**src/rtl/data_memory_pkg.sv**
```systemverilog
// Shared encodings, FSM states and the read-request record for the bytewise data memory.
package data_memory_pkg;

  typedef enum logic [1:0] {
    SIZE_BYTE    = 2'b00,
    SIZE_HALF    = 2'b01,
    SIZE_WORD    = 2'b10,
    SIZE_ILLEGAL = 2'b11
  } access_size_e;

  typedef enum logic {
    ST_INIT = 1'b0,
    ST_RUN  = 1'b1
  } state_e;

  localparam int INIT_INDEX = 0;
  localparam int INIT_ZERO  = 1;

  // One in-flight load: raw word captured at the accept edge plus everything needed to finish it.
  typedef struct packed {
    logic         valid;
    logic [31:0]  word;
    logic [1:0]   offset;
    access_size_e size;
    logic         load_unsigned;
    logic         misaligned;
    logic         out_of_range;
  } rd_req_t;

  function automatic logic is_misaligned(input access_size_e size, input logic [1:0] offset);
    logic mis;
    case (size)
      SIZE_BYTE: mis = 1'b0;
      SIZE_HALF: mis = offset[0];
      SIZE_WORD: mis = (offset != 2'b00);
      default:   mis = 1'b1;
    endcase
    return mis;
  endfunction

endpackage

```
**src/rtl/mem_load_align.sv**
```systemverilog
// Selects the addressed byte/half lane of a loaded word and sign- or zero-extends it.
module mem_load_align
  import data_memory_pkg::*;
(
  input  logic [31:0]  rd_word,
  input  logic [1:0]   offset,
  input  access_size_e size,
  input  logic         load_unsigned,
  output logic [31:0]  result
);

  logic [7:0]  byte_s;
  logic [15:0] half_s;

  // Lane selection and extension; an illegal size yields zero.
  always_comb begin
    byte_s = rd_word[{offset, 3'b000} +: 8];
    half_s = offset[1] ? rd_word[31:16] : rd_word[15:0];
    result = 32'h0000_0000;
    case (size)
      SIZE_BYTE: result = load_unsigned ? {24'h00_0000, byte_s} : {{24{byte_s[7]}}, byte_s};
      SIZE_HALF: result = load_unsigned ? {16'h0000, half_s} : {{16{half_s[15]}}, half_s};
      SIZE_WORD: result = rd_word;
      default:   result = 32'h0000_0000;
    endcase
  end

endmodule

```
**src/rtl/data_memory_bytewise.sv**
```systemverilog
// Byte/half/word data memory with post-reset init sweep, lane-masked stores,
// pipelined extended loads and misaligned/out-of-range flagging.
module data_memory_bytewise
  import data_memory_pkg::*;
#(
  parameter int DEPTH        = 32,
  parameter int ADDR_WIDTH   = 32,
  parameter int READ_LATENCY = 1,
  parameter int INIT_MODE    = INIT_INDEX
)(
  input  logic                  clock,
  input  logic                  reset,
  input  logic                  memRead,
  input  logic                  memWrite,
  input  logic [1:0]            accessSize,
  input  logic                  loadUnsigned,
  input  logic [ADDR_WIDTH-1:0] address,
  input  logic [31:0]           writeData,
  output logic [31:0]           readData,
  output logic                  readValid,
  output logic                  memReady,
  output logic                  misaligned,
  output logic                  outOfRange
);

  localparam int IDX_W = $clog2(DEPTH);
  localparam int AIW   = ADDR_WIDTH - 2;
  localparam logic [AIW-1:0]   LAST_IDX  = AIW'(DEPTH - 1);
  localparam logic [IDX_W-1:0] LAST_INIT = IDX_W'(DEPTH - 1);

  logic [31:0] mem_q [DEPTH];

  state_e            state_q, state_d;
  logic [IDX_W-1:0]  init_count_q, init_count_d;
  logic              mem_ready_q, mem_ready_d;
  logic [31:0]       read_data_q, read_data_d;
  logic              read_valid_q, read_valid_d;
  logic              misaligned_q, misaligned_d;
  logic              out_of_range_q, out_of_range_d;

  logic [1:0]        offset_s;
  logic [AIW-1:0]    word_idx_s;
  logic [IDX_W-1:0]  mem_idx_s;
  access_size_e      size_s;
  logic              mis_s, oor_s, wr_seen_s, wr_accept_s;
  logic [3:0]        wr_mask_s;
  logic [31:0]       wr_lanes_s, init_word_s, aligned_s;
  rd_req_t           req_s, out_req_s;

  // Address decode, legality and request capture.
  always_comb begin
    offset_s    = address[1:0];
    word_idx_s  = address[ADDR_WIDTH-1:2];
    mem_idx_s   = word_idx_s[IDX_W-1:0];
    size_s      = access_size_e'(accessSize);
    mis_s       = is_misaligned(size_s, offset_s);
    oor_s       = !mis_s && (word_idx_s > LAST_IDX);
    wr_seen_s   = memWrite && mem_ready_q;
    wr_accept_s = wr_seen_s && !mis_s && !oor_s;
    init_word_s = (INIT_MODE == INIT_ZERO) ? 32'h0000_0000 : 32'(init_count_q);

    req_s.valid         = memRead && mem_ready_q;
    req_s.word          = mem_q[mem_idx_s];
    req_s.offset        = offset_s;
    req_s.size          = size_s;
    req_s.load_unsigned = loadUnsigned;
    req_s.misaligned    = mis_s;
    req_s.out_of_range  = oor_s;
  end

  // Store lane mask and replicated store data.
  always_comb begin
    wr_mask_s  = 4'b0000;
    wr_lanes_s = writeData;
    case (size_s)
      SIZE_BYTE: begin
        wr_mask_s  = 4'b0001 << offset_s;
        wr_lanes_s = {4{writeData[7:0]}};
      end
      SIZE_HALF: begin
        wr_mask_s  = 4'b0011 << offset_s;
        wr_lanes_s = {2{writeData[15:0]}};
      end
      SIZE_WORD: begin
        wr_mask_s  = 4'b1111;
        wr_lanes_s = writeData;
      end
      default: begin
        wr_mask_s  = 4'b0000;
        wr_lanes_s = writeData;
      end
    endcase
  end

  // Storage array: sweep writes during init, lane-masked stores afterwards.
  always_ff @(posedge clock) begin
    if (state_q == ST_INIT) begin
      mem_q[init_count_q] <= init_word_s;
    end else if (wr_accept_s) begin
      for (int b = 0; b < 4; b++) begin
        if (wr_mask_s[b]) begin
          mem_q[mem_idx_s][8*b +: 8] <= wr_lanes_s[8*b +: 8];
        end
      end
    end
  end

  // Init sweep FSM.
  always_comb begin
    state_d      = state_q;
    init_count_d = init_count_q;
    mem_ready_d  = mem_ready_q;
    case (state_q)
      ST_INIT: begin
        mem_ready_d = 1'b0;
        if (init_count_q == LAST_INIT) begin
          state_d      = ST_RUN;
          init_count_d = '0;
          mem_ready_d  = 1'b1;
        end else begin
          init_count_d = init_count_q + 1'b1;
        end
      end
      ST_RUN: begin
        mem_ready_d = 1'b1;
      end
      default: begin
        state_d      = ST_INIT;
        init_count_d = '0;
        mem_ready_d  = 1'b0;
      end
    endcase
  end

  // The word is read at the accept edge, so a same-cycle store is seen only by later loads.
  generate
    if (READ_LATENCY == 1) begin : g_lat1
      assign out_req_s = req_s;
    end else begin : g_lat2
      rd_req_t pipe_q;

      // Extra read stage for the two-cycle configuration.
      always_ff @(posedge clock or posedge reset) begin
        if (reset) begin
          pipe_q <= '0;
        end else begin
          pipe_q <= req_s;
        end
      end

      assign out_req_s = pipe_q;
    end
  endgenerate

  mem_load_align u_load_align (
    .rd_word       (out_req_s.word),
    .offset        (out_req_s.offset),
    .size          (out_req_s.size),
    .load_unsigned (out_req_s.load_unsigned),
    .result        (aligned_s)
  );

  // Output data, valid pulse and flag merging of read and write sides.
  always_comb begin
    read_valid_d   = out_req_s.valid;
    read_data_d    = read_data_q;
    if (out_req_s.valid) begin
      read_data_d = (out_req_s.misaligned || out_req_s.out_of_range) ? 32'h0000_0000 : aligned_s;
    end else begin
      read_data_d = read_data_q;
    end
    misaligned_d   = (out_req_s.valid && out_req_s.misaligned) || (wr_seen_s && mis_s);
    out_of_range_d = (out_req_s.valid && out_req_s.out_of_range) || (wr_seen_s && oor_s);
  end

  // Control and output registers.
  always_ff @(posedge clock or posedge reset) begin
    if (reset) begin
      state_q        <= ST_INIT;
      init_count_q   <= '0;
      mem_ready_q    <= 1'b0;
      read_data_q    <= 32'h0000_0000;
      read_valid_q   <= 1'b0;
      misaligned_q   <= 1'b0;
      out_of_range_q <= 1'b0;
    end else begin
      state_q        <= state_d;
      init_count_q   <= init_count_d;
      mem_ready_q    <= mem_ready_d;
      read_data_q    <= read_data_d;
      read_valid_q   <= read_valid_d;
      misaligned_q   <= misaligned_d;
      out_of_range_q <= out_of_range_d;
    end
  end

  assign readData   = read_data_q;
  assign readValid  = read_valid_q;
  assign memReady   = mem_ready_q;
  assign misaligned = misaligned_q;
  assign outOfRange = out_of_range_q;

endmodule

```
**config.mk**
```make
export PLATFORM = sky130hd
export DESIGN_NAME = data_memory_bytewise
export DESIGN_NICKNAME = d
export VERILOG_FILES = /design/src/rtl/data_memory_pkg.sv /design/src/rtl/mem_load_align.sv /design/src/rtl/data_memory_bytewise.sv
export SDC_FILE = /design/constraint.sdc
export NUM_CORES = 1
export LEC_CHECK = 0
export BUFFER_PORTS_ARGS = -buffer_cell sky130_fd_sc_hd__buf_2
export CORE_ASPECT_RATIO = 1.4
export CORE_UTILIZATION = 40
export CTS_BUF_LIST = sky130_fd_sc_hd__clkbuf_4 sky130_fd_sc_hd__clkbuf_8 sky130_fd_sc_hd__clkbuf_16
export DETAILED_ROUTE_END_ITERATION = 6
export PLACE_DENSITY = 0.54
export SYNTH_ARGS = -nofsm -noshare
export SYNTH_HDL_FRONTEND = slang
export SYNTH_HIERARCHICAL = 1
export SYNTH_SLANG_ARGS = --single-unit
```
**constraint.sdc**
```tcl
create_clock -name clock -period 2.8 [get_ports clock]
set_input_delay 0.84 -clock clock [delete_from_list [all_inputs] [get_ports clock]]
set_output_delay 0.84 -clock clock [all_outputs]
set_load 0.05 [all_outputs]
```
# After elaboration in Yosys (flattened, before gate mapping)
# Memories as Yosys holds them, arrays and structs flattened.
# Cells that the tools add are included.
# op_classes
n_div	0
n_addsub	1
n_mul	0
shifts	3
bitwise	1
eq_ne	3
n_reduce_logical	17
magnitude_cmp	1
mux	32
# ops
op	count
32-bit 2-to-1 mux	4
32-bit case mux with 3 select lines	1
32-bit case mux with 2 select lines	1
32-bit OR reduction	1
32-bit by 6-bit indexed part select with 8-bit output	1
30-bit by 5-bit greater-than comparator with 1-bit output, second input constant	1
1-bit 2-to-1 mux	19
16-bit 2-to-1 mux	1
4-bit case mux with 3 select lines	1
5-bit 2-to-1 mux	2
1-bit logical AND	9
5-bit by 1-bit adder with 5-bit output, second input constant	1
5-bit == test, second input constant	1
4-bit 2-to-1 mux	1
1-bit by 2-bit << shifter with 4-bit output, first input constant	1
2-bit by 2-bit << shifter with 4-bit output, first input constant	1
1-bit logical OR	3
1-bit case mux with 3 select lines	1
2-bit by 1-bit == test with 1-bit output, second input constant	1
2-bit == test, second input constant	1
1-bit logical NOT	2
2-bit logical NOT	1
1-bit case mux with 2 select lines	1
2-bit nonzero test	1
1-bit NOT	1
# totals
output_inout_bits	36
latch_bits	0
mem_count	1
in_bits	71
register_bits	42
ramBits	1024
mem_bits_ro	0
# memory_table
name	words	word_bits	read_ports	rd_clocked_by_memory_dff	wr	line_no	text
mem_q	32	32	1	0	1	data_memory_bytewise.sv:31	logic [31:0] mem_q [DEPTH];

# Depth between registers and ports, before layout
# depth
ltp_word	11
mapped_depth	12
depth_no_buf	8

# Cells and area by module
# The synthesis kept the hierarchy.
# modules_own_cells
mod	cells_each	n_inst	area_each_um2
data_memory_bytewise	1958	1	42089.1
mem_load_align	118	1	759.5

# Worst setup path after synthesis
# OpenSTA, ideal clock, no wires.
# synth_path
path_kind	input to register
from	input port address[2]
to	register read_data_q[19], in the netlist readData[19]
path_slack_ns	-0.979
cell_stages	11
setup_ns	0.121
arrival_ns	3.658
path_cell_list	buf_2 > buf_1 > mux4_2 > mux4_2 > nand2_1 > nand2_1 > mux2_2 > mux2i_4 > clkbuf_1 > o21ai_0 > a22o_1
# synth_rtl
item	line_no	text
from (decl)	data_memory_bytewise.sv:17	input logic [ADDR_WIDTH-1:0] address,
to (signal assigned)	data_memory_bytewise.sv:190	read_data_q <= read_data_d;
to (decl)	data_memory_bytewise.sv:36	logic [31:0] read_data_q, read_data_d;

==> impl_metrics.json <==
{
  "postLayoutCoreUtil_pct": 52.8,
  "ir_drop_mv": 0.457,
  "reg2reg_to": "readData[25]$_DFFE_PP0P_",
  "gp_congestion": 0.861,
  "met1_usage_pct": 28.8,
  "final_nets": 2655,
  "yosys-top-cells-area": "edfxtp_1 (72%), mux4_2 (17%), dfrtp_1 (2.4%)",
  "io_pins": 107,
  "use_met3_pct": 3.53,
  "fin_ws_ps": -59.5,
  "synth_fp_nets": 2149,
  "regToRegStartpoint": "mem_q[23][31]$_DFFE_PP_",
  "grt_pass1_vias": 24000,
  "globalRoute.totalOverflow": 0,
  "combPwrFrac_pct": 3.9,
  "num_vias": 22700,
  "placed_area_um2": 51700,
  "grt_pass1_wl_mm": 171,
  "synthCells": 2076,
  "maxCapViolCount": 0,
  "drive_gt1_share_pct": 48.5,
  "async_flop_share_pct": 3.85,
  "die_h_um": 389,
  "max_freq_mhz": 350,
  "path_clk_slew_ps": 70,
  "seqPwrFrac_pct": 52.7,
  "antenna_found_initial": 6,
  "min_period_ps": 2860,
  "yosysUniqueCellTypes": 56,
  "core_area_um2": 106000,
  "clkPwrFrac_pct": 43.5,
  "cts_buffers": 101,
  "slew_viol_final": 0,
  "io_buffers": 106,
  "setup_viol": 16,
  "clockBufferDepth": 3,
  "final_cells": 4025,
  "hold_slack_ps": 101,
  "wl_per_cell_um": 29.3,
  "synth.most_common_cell": "edfxtp_1",
  "yosys_warnings": 6,
  "clk-insertion-delay-late_ps": 710,
  "power.density_nw_per_um2": 584,
  "p_int_w": 0.0259,
  "tightest_slew_ps": 1070,
  "outcome": "finished with violations",
  "synth.cell_area_um2": 42800,
  "grt_max_degree": 33,
  "drt-total-wl_mm": 118,
  "drt.antenna.violating_nets": 0,
  "ys.flop_type": "edfxtp_1",
  "crit_type": "in2reg",
  "hp-class": "in2async",
  "die_area_um2": 108000,
  "finClkSkew_ps": 41.6,
  "ys_ff_latch": 1065,
  "post_drt_via_cell_ratio": 5.64,
  "finalInstanceArea_um2": 55900,
  "netlist.top_cell.by_area": "edfxtp_1",
  "grt_use_total_pct": 22.3,
  "netlist.area_leader.share_pct": 71.8,
  "drt_first_pass_iters": 5,
  "crit_path_start_kind": "primary input",
  "p_switching_w": 0.00674,
  "finalHoldViolations": 0,
  "cts_tree": "done",
  "dpl.hpwl_mm": 83.2,
  "violations": "setup timing",
  "root_buffer": "clkbuf_16",
  "p_leak_nw": 21.5,
  "clkSinkCount": 1065,
  "synth-edff-count": 1024,
  "initial_core_util_pct": 40.5,
  "cp_data_arrival_time_ps": 3460,
  "first_iter_violations": 2122,
  "htreeDepth": 3,
  "reg2reg_depth": 10,
  "synthToLayoutAreaGrowth_pct": 30.5,
  "rsz0062_at_grt": "yes",
  "sw_frac_of_total_pct": 20.6,
  "dp_cells": 3815,
  "worst-r2r-setup-slack_ps": 70,
  "use_met2_pct": 38.2,
  "maxSlewHeadroom_pct": 28.5,
  "avgSynthCellArea_um2": 20.6,
  "top_usage_layer": "met2",
  "ys_top_cells_by_count": "edfxtp_1 (1024), mux4_2 (321), nand2_1 (132)",
  "drc_errors": 0,
  "required_ps": 3400,
  "num_rows": 141,
  "cp-end-kind": "flop",
  "fin_crit_sh_pct": 102,
  "cp_max_fo": 5,
  "hold_buffers": 0,
  "yosysSeqAreaShare_pct": 74.2,
  "die_x_um": 279
}
what timing repair did:
action | in CTS | in global routing
gates resized for setup | 45 | 44
cloned | 7 | 0
buffers inserted | 15 | 1
setup endpoints to repair | 32 | 30
pin swaps | 4 | 22
worst max path at each step:
stage	startpoint	to	cells after the start
finish	address[2]	readData[5]$_DFFE_PP0P_	10
global placement	address[2]	readData[22]$_DFFE_PP0P_	11
detailed placement	address[2]	readData[23]$_DFFE_PP0P_	11
global route	address[2]	readData[25]$_DFFE_PP0P_	13
floorplan	address[2]	readData[10]$_DFFE_PP0P_	11
CTS	address[2]	readData[5]$_DFFE_PP0P_	10
cell families (layout without fill, tap and decap cells):
kind of cell | after synthesis | after routing | synth area share, %
and+or+nand+nor | 377 | 377 | 4.28
DFF | 1065 | 1065 | 74.2
other | 0 | 1 | 0
muxes | 356 | 356 | 17.7
AOI/OAI and AO/OA | 134 | 134 | 2.30
adders and majority gates | 2 | 2 | 0.0584
buffers and inverters | 142 | 732 | 1.46
routing by layer:
metal | routed length (um) | vias up | part of all wire [%]
li1 | - | 9707 | -
met1 | 46900 | 12100 | 40
met2 | 60700 | 729 | 51
met3 | 6560 | 170 | 5.6
met4 | 3600 | 8 | 3.1
met5 | 47 | - | 0.040
flip-flops by register name, indices dropped and copies added (netlist names):
signal and count:
misaligned 1, outOfRange 1, readValid 1, memReady 1, readData 32, init_count_q 5
mem_q 1024
area by class of cell:
| cell class | count | area [um^2] |
|---|---|---|
| timing repair buffer | 539 | 6530 |
| clock inverter | 64 | 719 |
| sequential | 1065 | 31800 |
| tap | 1358 | 1700 |
| clock buffer | 123 | 2770 |
| multi-input combinational | 869 | 12400 |
| inverter | 6 | 25.0 |
| fill | 8278 | 50000 |
| antenna | 1 | 2.50 |
worst max-delay path, cell delays in order:
cell     delay (ps)
buf_16          150
buf_12          140
buf_4           160
mux4_2          520
mux4_2          540
nand2_1         130
nand2_2         110
mux4_2          470
a22o_1          190
a22o_1          190
cells in the final DEF, fill, tap and decap left out, types with 8 or more instances in the layout:
cell type and count:
buf_2 103, nor2_2 19, a21oi_2 9, mux4_2 321
bufinv_16 11, buf_16 10, nand2_1 101, nor2_1 25
nand2b_1 13, a31oi_1 11, buf_12 198, buf_4 220
nor2_4 40, edfxtp_1 1024, nand2_2 26, clkinv_1 15
nor4_4 28, clkinv_2 17, nor3_4 73, a21oi_1 8
mux2i_1 18, dfrtp_1 41, clkbuf_4 17, clkbuf_16 105
o21ai_1 8, a22o_1 33, o21ai_0 20, nand3b_1 8
stage by stage:
stage               power, W  TNS, ps  setup WS [ps]
finish                0.0327     -335          -59.5
global route          0.0335    -1070          -77.1
CTS                   0.0329    -13.8          -13.5
detailed placement    0.0187  -577590          -1070
global placement      0.0187  -538390          -1010
floorplan             0.0182  -208510           -602
power by group through the flow:
| stage | clock network (W) | registers [W] | logic [W] |
|---|---|---|---|
| after floorplan | 0 | 0.0175 | 0.000678 |
| after CTS | 0.0145 | 0.0172 | 0.00126 |
| after global routing | 0.0150 | 0.0172 | 0.00133 |
| after global placement | 0 | 0.0175 | 0.00116 |
| after detailed placement | 0 | 0.0175 | 0.00117 |
| final | 0.0142 | 0.0172 | 0.00126 |
No activity file was read; power rests on OpenSTA's default activity.
